[src/rtl/fpdiv_pkg.sv]
// Shared types and constants for the FPU divide post-processing path.
package fpdiv_pkg;

  typedef enum logic [2:0] {
    RM_RNE = 3'd0,
    RM_RTZ = 3'd1,
    RM_RDN = 3'd2,
    RM_RUP = 3'd3,
    RM_RMM = 3'd4
  } rm_t;

  localparam int EW_STD = 8;
  localparam int FW_STD = 23;

  function automatic int bias_of(input int ew);
    return (1 << (ew - 1)) - 1;
  endfunction

  function automatic int exp_max_of(input int ew);
    return (1 << ew) - 1;
  endfunction

  localparam int BIAS    = bias_of(EW_STD);
  localparam int EXP_MAX = exp_max_of(EW_STD);

  // Canonical quiet NaN: sign 0, exponent all ones, fraction MSB set.
  function automatic logic [63:0] qnan(input int ew, input int fw);
    logic [63:0] r;
    r = '0;
    for (int i = 0; i < ew; i++) r[fw + i] = 1'b1;
    r[fw - 1] = 1'b1;
    return r;
  endfunction

endpackage

[src/rtl/fpdiv_round.sv]
// Round-increment decision from rounding mode, sign, lsb, guard and sticky.
module fpdiv_round
  import fpdiv_pkg::*;
(
  input  logic [2:0] rm,
  input  logic       sgn,
  input  logic       lsb,
  input  logic       guard,
  input  logic       sticky,
  output logic       inc
);

  rm_t rm_e;
  assign rm_e = rm_t'(rm);

  always_comb begin
    inc = 1'b0;
    case (rm_e)
      RM_RTZ:  inc = 1'b0;
      RM_RDN:  inc = (guard | sticky) & sgn;
      RM_RUP:  inc = (guard | sticky) & ~sgn;
      RM_RMM:  inc = guard;
      default: inc = guard & (sticky | lsb);
    endcase
  end

endmodule

[src/rtl/fpdiv_post.sv]
// Divide post-processing: normalize, round and pack in a 3-stage stall pipeline.
// Define FPDIV_POST_DENORM_EN for gradual underflow; otherwise tiny results flush to signed zero.
module fpdiv_post
  import fpdiv_pkg::*;
#(
  parameter int EW    = 8,
  parameter int FW    = 23,
  parameter int QW    = 48,
  parameter int QFRAC = 46
) (
  input  logic             clk,
  input  logic             rst,
  input  logic             i_valid,
  output logic             i_ready,
  input  logic             i_sgn,
  input  logic [EW-1:0]    i_exp_a,
  input  logic [EW-1:0]    i_exp_b,
  input  logic [QW-1:0]    i_q,
  input  logic [7:0]       i_lzcnt,
  input  logic             i_nan,
  input  logic             i_inf,
  input  logic             i_zero,
  input  logic [2:0]       i_rm,
  output logic             o_valid,
  input  logic             o_ready,
  output logic [EW+FW:0]   o_res,
  output logic             o_of,
  output logic             o_uf,
  output logic             o_inx
);

  localparam int EXW    = EW + 3;
  localparam int RW     = 1 + EW + FW;
  localparam int SW     = FW + 2;
  localparam int E_BIAS = (EW == EW_STD) ? BIAS : bias_of(EW);
  localparam int E_MAX  = (EW == EW_STD) ? EXP_MAX : exp_max_of(EW);
  localparam logic [RW-1:0] QNAN_RES = RW'(qnan(EW, FW));

  logic advance;
  assign advance = !o_valid || o_ready;
  assign i_ready = advance;

  // ---------------- S1: normalize ----------------
  logic signed [EXW-1:0] e_raw, s1_e_next;
  logic [QW-1:0]         m_norm, s1_m_next;
  logic                  tiny, s1_sticky_next;

  assign e_raw  = EXW'(i_exp_a) - EXW'(i_exp_b) + EXW'(E_BIAS + QW - 1 - QFRAC) - EXW'(i_lzcnt);
  assign m_norm = i_q << i_lzcnt;
  assign tiny   = e_raw[EXW-1] || (e_raw == '0);

`ifdef FPDIV_POST_DENORM_EN
  localparam int SHW = $clog2(FW + 4);
  logic [EXW-1:0] sh_full;
  logic [SHW-1:0] sh;

  // Beyond FW+3 every bit already lands below the guard position.
  assign sh_full = EXW'(1) - e_raw;
  assign sh = (sh_full > EXW'(FW + 3)) ? SHW'(FW + 3) : sh_full[SHW-1:0];

  always_comb begin
    s1_m_next      = m_norm;
    s1_e_next      = e_raw;
    s1_sticky_next = 1'b0;
    if (tiny) begin
      s1_m_next      = m_norm >> sh;
      s1_e_next      = '0;
      s1_sticky_next = |(m_norm & ~({QW{1'b1}} << sh));
    end
  end
`else
  assign s1_m_next      = m_norm;
  assign s1_e_next      = e_raw;
  assign s1_sticky_next = 1'b0;
`endif

  logic                  s1_valid_reg, s1_sgn_reg, s1_sticky_reg, s1_tiny_reg;
  logic                  s1_nan_reg, s1_inf_reg, s1_zero_reg;
  logic signed [EXW-1:0] s1_e_reg;
  logic [QW-1:0]         s1_m_reg;
  logic [2:0]            s1_rm_reg;

  // ---------------- S2: round ----------------
  logic [FW:0]           mant;
  logic                  guard, sticky, inc;
  logic [SW-1:0]         sum;
  logic signed [EXW-1:0] s2_e_next;
  logic [FW-1:0]         s2_frac_next;

  assign mant   = s1_m_reg[QW-1 -: FW+1];
  assign guard  = s1_m_reg[QW-FW-2];
  assign sticky = (|s1_m_reg[QW-FW-3:0]) | s1_sticky_reg;

  fpdiv_round u_round (
    .rm     (s1_rm_reg),
    .sgn    (s1_sgn_reg),
    .lsb    (mant[0]),
    .guard  (guard),
    .sticky (sticky),
    .inc    (inc)
  );

  assign sum = {1'b0, mant} + SW'(inc);

  // A denormal that rounds up into the hidden bit becomes the smallest normal.
  always_comb begin
    s2_frac_next = sum[FW-1:0];
    s2_e_next    = s1_e_reg;
    if (sum[FW+1]) begin
      s2_frac_next = sum[FW:1];
      s2_e_next    = s1_e_reg + EXW'(1);
    end else if (s1_e_reg == '0 && sum[FW]) begin
      s2_e_next = EXW'(1);
    end
  end

  logic                  s2_valid_reg, s2_sgn_reg, s2_inx_reg, s2_tiny_reg;
  logic                  s2_nan_reg, s2_inf_reg, s2_zero_reg;
  logic signed [EXW-1:0] s2_e_reg;
  logic [FW-1:0]         s2_frac_reg;
  logic [2:0]            s2_rm_reg;

  // ---------------- S3: pack and exceptions ----------------
  logic [RW-1:0] res_next;
  logic          of_next, uf_next, inx_next, of_inf;

  always_comb begin
    of_inf = 1'b1;
    case (rm_t'(s2_rm_reg))
      RM_RTZ:  of_inf = 1'b0;
      RM_RUP:  of_inf = ~s2_sgn_reg;
      RM_RDN:  of_inf = s2_sgn_reg;
      default: of_inf = 1'b1;
    endcase
  end

  always_comb begin
    res_next = {s2_sgn_reg, s2_e_reg[EW-1:0], s2_frac_reg};
    of_next  = 1'b0;
    uf_next  = 1'b0;
    inx_next = s2_inx_reg;
    if (s2_nan_reg) begin
      res_next = QNAN_RES;
      inx_next = 1'b0;
    end else if (s2_inf_reg) begin
      res_next = {s2_sgn_reg, {EW{1'b1}}, {FW{1'b0}}};
      inx_next = 1'b0;
    end else if (s2_zero_reg) begin
      res_next = {s2_sgn_reg, {(RW-1){1'b0}}};
      inx_next = 1'b0;
`ifndef FPDIV_POST_DENORM_EN
    end else if (s2_tiny_reg) begin
      res_next = {s2_sgn_reg, {(RW-1){1'b0}}};
      uf_next  = 1'b1;
      inx_next = 1'b1;
`endif
    end else if (s2_e_reg >= EXW'(E_MAX)) begin
      of_next  = 1'b1;
      inx_next = 1'b1;
      res_next = of_inf ? {s2_sgn_reg, {EW{1'b1}}, {FW{1'b0}}}
                        : {s2_sgn_reg, {(EW-1){1'b1}}, 1'b0, {FW{1'b1}}};
    end else begin
      uf_next = s2_tiny_reg & s2_inx_reg;
    end
  end

  // ---------------- pipeline registers ----------------
  always_ff @(posedge clk) begin
    if (rst) begin
      s1_valid_reg <= 1'b0;
      s2_valid_reg <= 1'b0;
      o_valid      <= 1'b0;
      o_res        <= '0;
      o_of         <= 1'b0;
      o_uf         <= 1'b0;
      o_inx        <= 1'b0;
    end else if (advance) begin
      s1_valid_reg <= i_valid;
      s2_valid_reg <= s1_valid_reg;
      o_valid      <= s2_valid_reg;
      if (s2_valid_reg) begin
        o_res <= res_next;
        o_of  <= of_next;
        o_uf  <= uf_next;
        o_inx <= inx_next;
      end
    end
  end

  always_ff @(posedge clk) begin
    if (advance) begin
      s1_sgn_reg    <= i_sgn;
      s1_e_reg      <= s1_e_next;
      s1_m_reg      <= s1_m_next;
      s1_sticky_reg <= s1_sticky_next;
      s1_tiny_reg   <= tiny;
      s1_nan_reg    <= i_nan;
      s1_inf_reg    <= i_inf;
      s1_zero_reg   <= i_zero | (i_q == '0);
      s1_rm_reg     <= i_rm;

      s2_sgn_reg    <= s1_sgn_reg;
      s2_e_reg      <= s2_e_next;
      s2_frac_reg   <= s2_frac_next;
      s2_inx_reg    <= guard | sticky;
      s2_tiny_reg   <= s1_tiny_reg;
      s2_nan_reg    <= s1_nan_reg;
      s2_inf_reg    <= s1_inf_reg;
      s2_zero_reg   <= s1_zero_reg;
      s2_rm_reg     <= s1_rm_reg;
    end
  end

endmodule

[config.mk]
export PLATFORM = sky130hd
export DESIGN_NAME = fpdiv_post
export DESIGN_NICKNAME = d
export VERILOG_FILES = /design/src/rtl/fpdiv_pkg.sv /design/src/rtl/fpdiv_round.sv /design/src/rtl/fpdiv_post.sv
export SDC_FILE = /design/constraint.sdc
export NUM_CORES = 1
export LEC_CHECK = 0
export ABC_AREA = 1
export CAP_MARGIN = 20
export CORE_MARGIN = 4
export CORE_UTILIZATION = 45
export DETAILED_ROUTE_END_ITERATION = 12
export GPL_TIMING_DRIVEN = 0
export MAX_ROUTING_LAYER = met4
export PLACE_DENSITY_LB_ADDON = 0.08
export SYNTH_ARGS = -nofsm -noshare
export SYNTH_HDL_FRONTEND = slang
export SYNTH_SLANG_ARGS = --single-unit
export TNS_END_PERCENT = 5
[constraint.sdc]
create_clock -name clk -period 8.4 [get_ports clk]
set_input_delay 0.84 -clock clk [delete_from_list [all_inputs] [get_ports clk]]
set_output_delay 0.84 -clock clk [all_outputs]
set_load 0.02 [all_outputs]
==> impl_metrics.py <==
metrics = {
    "status": {
        "status": "completed",
    },
    "cts": {
        "cts_buffer_depth": 2,
        "cts_resized": 0,
        "clkSinkCount": 148,
        "numCtsBuffers": 17,
        "cts_hold_buf": 0,
        "cts_setup_buffers": 0,
        "clkLatencyLatePin_ps": 410,
        "path_clk_slew_ps": 70,
        "ctsHtreeMaxLevel": 4,
        "cts_tree": "done",
        "root_buffer": "clkbuf_16",
    },
    "power_and_ir_drop": {
        "p_total_mw": 2.281,
        "ir_drop_mv": 0.1260,
        "leakage_nw": 5.064,
        "pwr_density_cell_nw_per_um2": 186.9,
    },
    "setup_path": {
        "cp.arrival_ps": 4090,
        "end_kind": "flip-flop",
        "path_max_fanout": 4,
        "path_class": "in2reg",
        "cp.required_ps": 8670,
        "cp-start-kind": "input pin",
    },
    "placement": {
        "placed_cells": 1742,
        "gp_congestion": 0.9867,
        "dp_worst_setup_slack_ps": 4179,
        "port_buffers": 117,
        "place_area_um2": 11590,
        "post-dp-hpwl_um": 24050,
    },
    "die": {
        "die_width_um": 157.4,
        "ios": 120,
        "fp.dieH_um": 157.4,
        "die_area_um2": 24770,
        "start_util_pct": 45.87,
        "core_area_um2": 21890,
        "rows": 54,
    },
    "grt": {
        "grt_pass1_wl_um": 46920,
        "track_usage_pct": 24.43,
        "overflow": 0,
        "first_global_vias": 9183,
        "grt_max_degree": 63,
        "antenna_found_initial": 0,
    },
    "final_layout": {
        "syn_to_final_growth_pct": 21.49,
        "final_common_cell": "nand3_1",
        "largest_reg_flops": 48,
        "layout_common_cells": "nand3_1 (378), nand2_1 (274), clkdlybuf4s50_1 (117)",
        "final_core_util_pct": 55.73,
        "layout-drive-gt1-share_pct": 6.225,
        "stdcell_count": 1774,
        "fin_area_um2": 12200,
        "nNetsFinal": 1594,
        "diodes": 0,
    },
    "logic_synthesis": {
        "yosysWarnings": 0,
        "syn_inst": 1344,
        "synthesis.area_um2": 10040,
        "synth_nets": 1457,
        "yosys.cell_types.count": 43,
        "ys_ff_latch": 148,
        "synth_seq_area_share_pct": 40.47,
        "avgSynthCellArea_um2": 7.472,
    },
    "sta": {
        "worst_slack_ps": 4582,
        "whs_ps": 440.4,
        "worst_slew_pin_slew_ps": 637.1,
        "slew-limit-headroom_pct": 57.53,
        "fin_setup_tns_ps": 0,
        "rsz0062_at_grt": "no",
        "skew_ps": 16.39,
        "final_hold_viol_count": 0,
        "post-route-period-util_pct": 45.46,
        "fmax_mhz": 261.9,
        "setup_violations": 0,
        "post-route-min-period_ps": 3818,
        "slew_viol_final": 0,
    },
    "detailed_routing": {
        "wl_per_cell_um": 16.54,
        "via_per_inst": 5.453,
        "ant_nets": 0,
        "dr_total_vias": 9673,
        "drt_wl_total_um": 29340,
        "drc_errors": 0,
        "first_pass_iters": 6,
        "drt_iter0_markers": 714,
    },
    "run": {
        "cap_violations": 0,
    },
    "hold_path": {
        "hold_class": "reg2reg",
    },
}
==> metal layers <==
metal	routed length (um)	global-route usage (%)	vias up
met4	998	9.054	0
met2	14130	41.20	320
met1	13050	30.50	4327
met5	0	-	-
met3	1154	2.502	56
li1	-	-	4970
==> critical path, cell delays in order <==
cell             delay, ps
clkdlybuf4s50_1        460
inv_1                   40
ha_1                   220
fa_1                   410
o21ai_0                290
nand2_1                 80
nand2_1                 70
a21oi_1                 80
xor2_1                 130
inv_1                   80
ha_1                   280
ha_1                   340
nand2_1                 80
inv_1                  100
nand4_1                 80
nand3_1                 90
xor2_1                 200
nand3_1                110
o21bai_1               120
==> power breakdown <==
part | switching (mW) | leakage [nW] | internal [mW]
registers | 0.0528 | 1.55 | 0.897
logic | 0.362 | 3.22 | 0.205
clock network | 0.313 | 0.300 | 0.452
==> synth_stat cells, drive strengths merged <==
library cell	count	area (um^2)
clkbuf	26	97.59
xor2	21	183.9
nor2	93	391.6
buf	51	261.5
nor4	17	112.6
a211oi	1	7.510
or2	6	37.54
nand3	379	1902
a21oi	76	380.4
nand3b	3	22.52
or3b	1	8.760
ha	28	350.3
fa	2	40.04
o31ai	2	15.01
nor3	16	101.4
inv	94	355.3
o21ai	41	205.2
o21bai	4	30.03
dfxtp	38	760.7
nor3b	1	7.510
o211ai	25	187.7
nand4	18	127.6
a22oi	1	7.510
a21o	1	7.510
nand2	277	1047
edfxtp	110	3303
xnor2	9	78.83
clkinv	3	11.26
==> kinds of logic after synthesis <==
family	Yosys count	share of synthesized area, %
AO/OA/AOI/OAI	151	8.373
XOR/XNOR	30	2.617
adder cells (fa/ha/maj)	30	3.887
buffers and inverters	174	7.226
flip-flops	148	40.47
AND/OR/NAND/NOR	811	37.43
==> cell type report <==
| type | instances | area [um^2] |
|---|---|---|
| inverters | 97 | 369.1 |
| flip-flops and latches | 148 | 4064 |
| multi-input cells | 1022 | 5253 |
| repair buffers | 118 | 1199 |
| fillers | 2200 | 9691 |
| plain buffers | 77 | 359.1 |
| well taps | 280 | 350.3 |
| clock buffers | 17 | 425.4 |
| clock inverters | 15 | 181.4 |
==> final timing paths <==
check                    startpoint                endpoint  slack [ps]  depth (start not counted)
max                      i_exp_a[0]   s1_tiny_reg$_DFFE_PN_        4580                         19
min            s1_nan_reg$_DFFE_PN_    s2_nan_reg$_DFFE_PN_         440                          0
max reg2reg  s1_rm_reg[0]$_DFFE_PN_  s2_e_reg[10]$_DFFE_PN_        5480                         12
min reg2reg    s1_nan_reg$_DFFE_PN_    s2_nan_reg$_DFFE_PN_         440                          0
No activity file was read; power rests on OpenSTA's default activity.
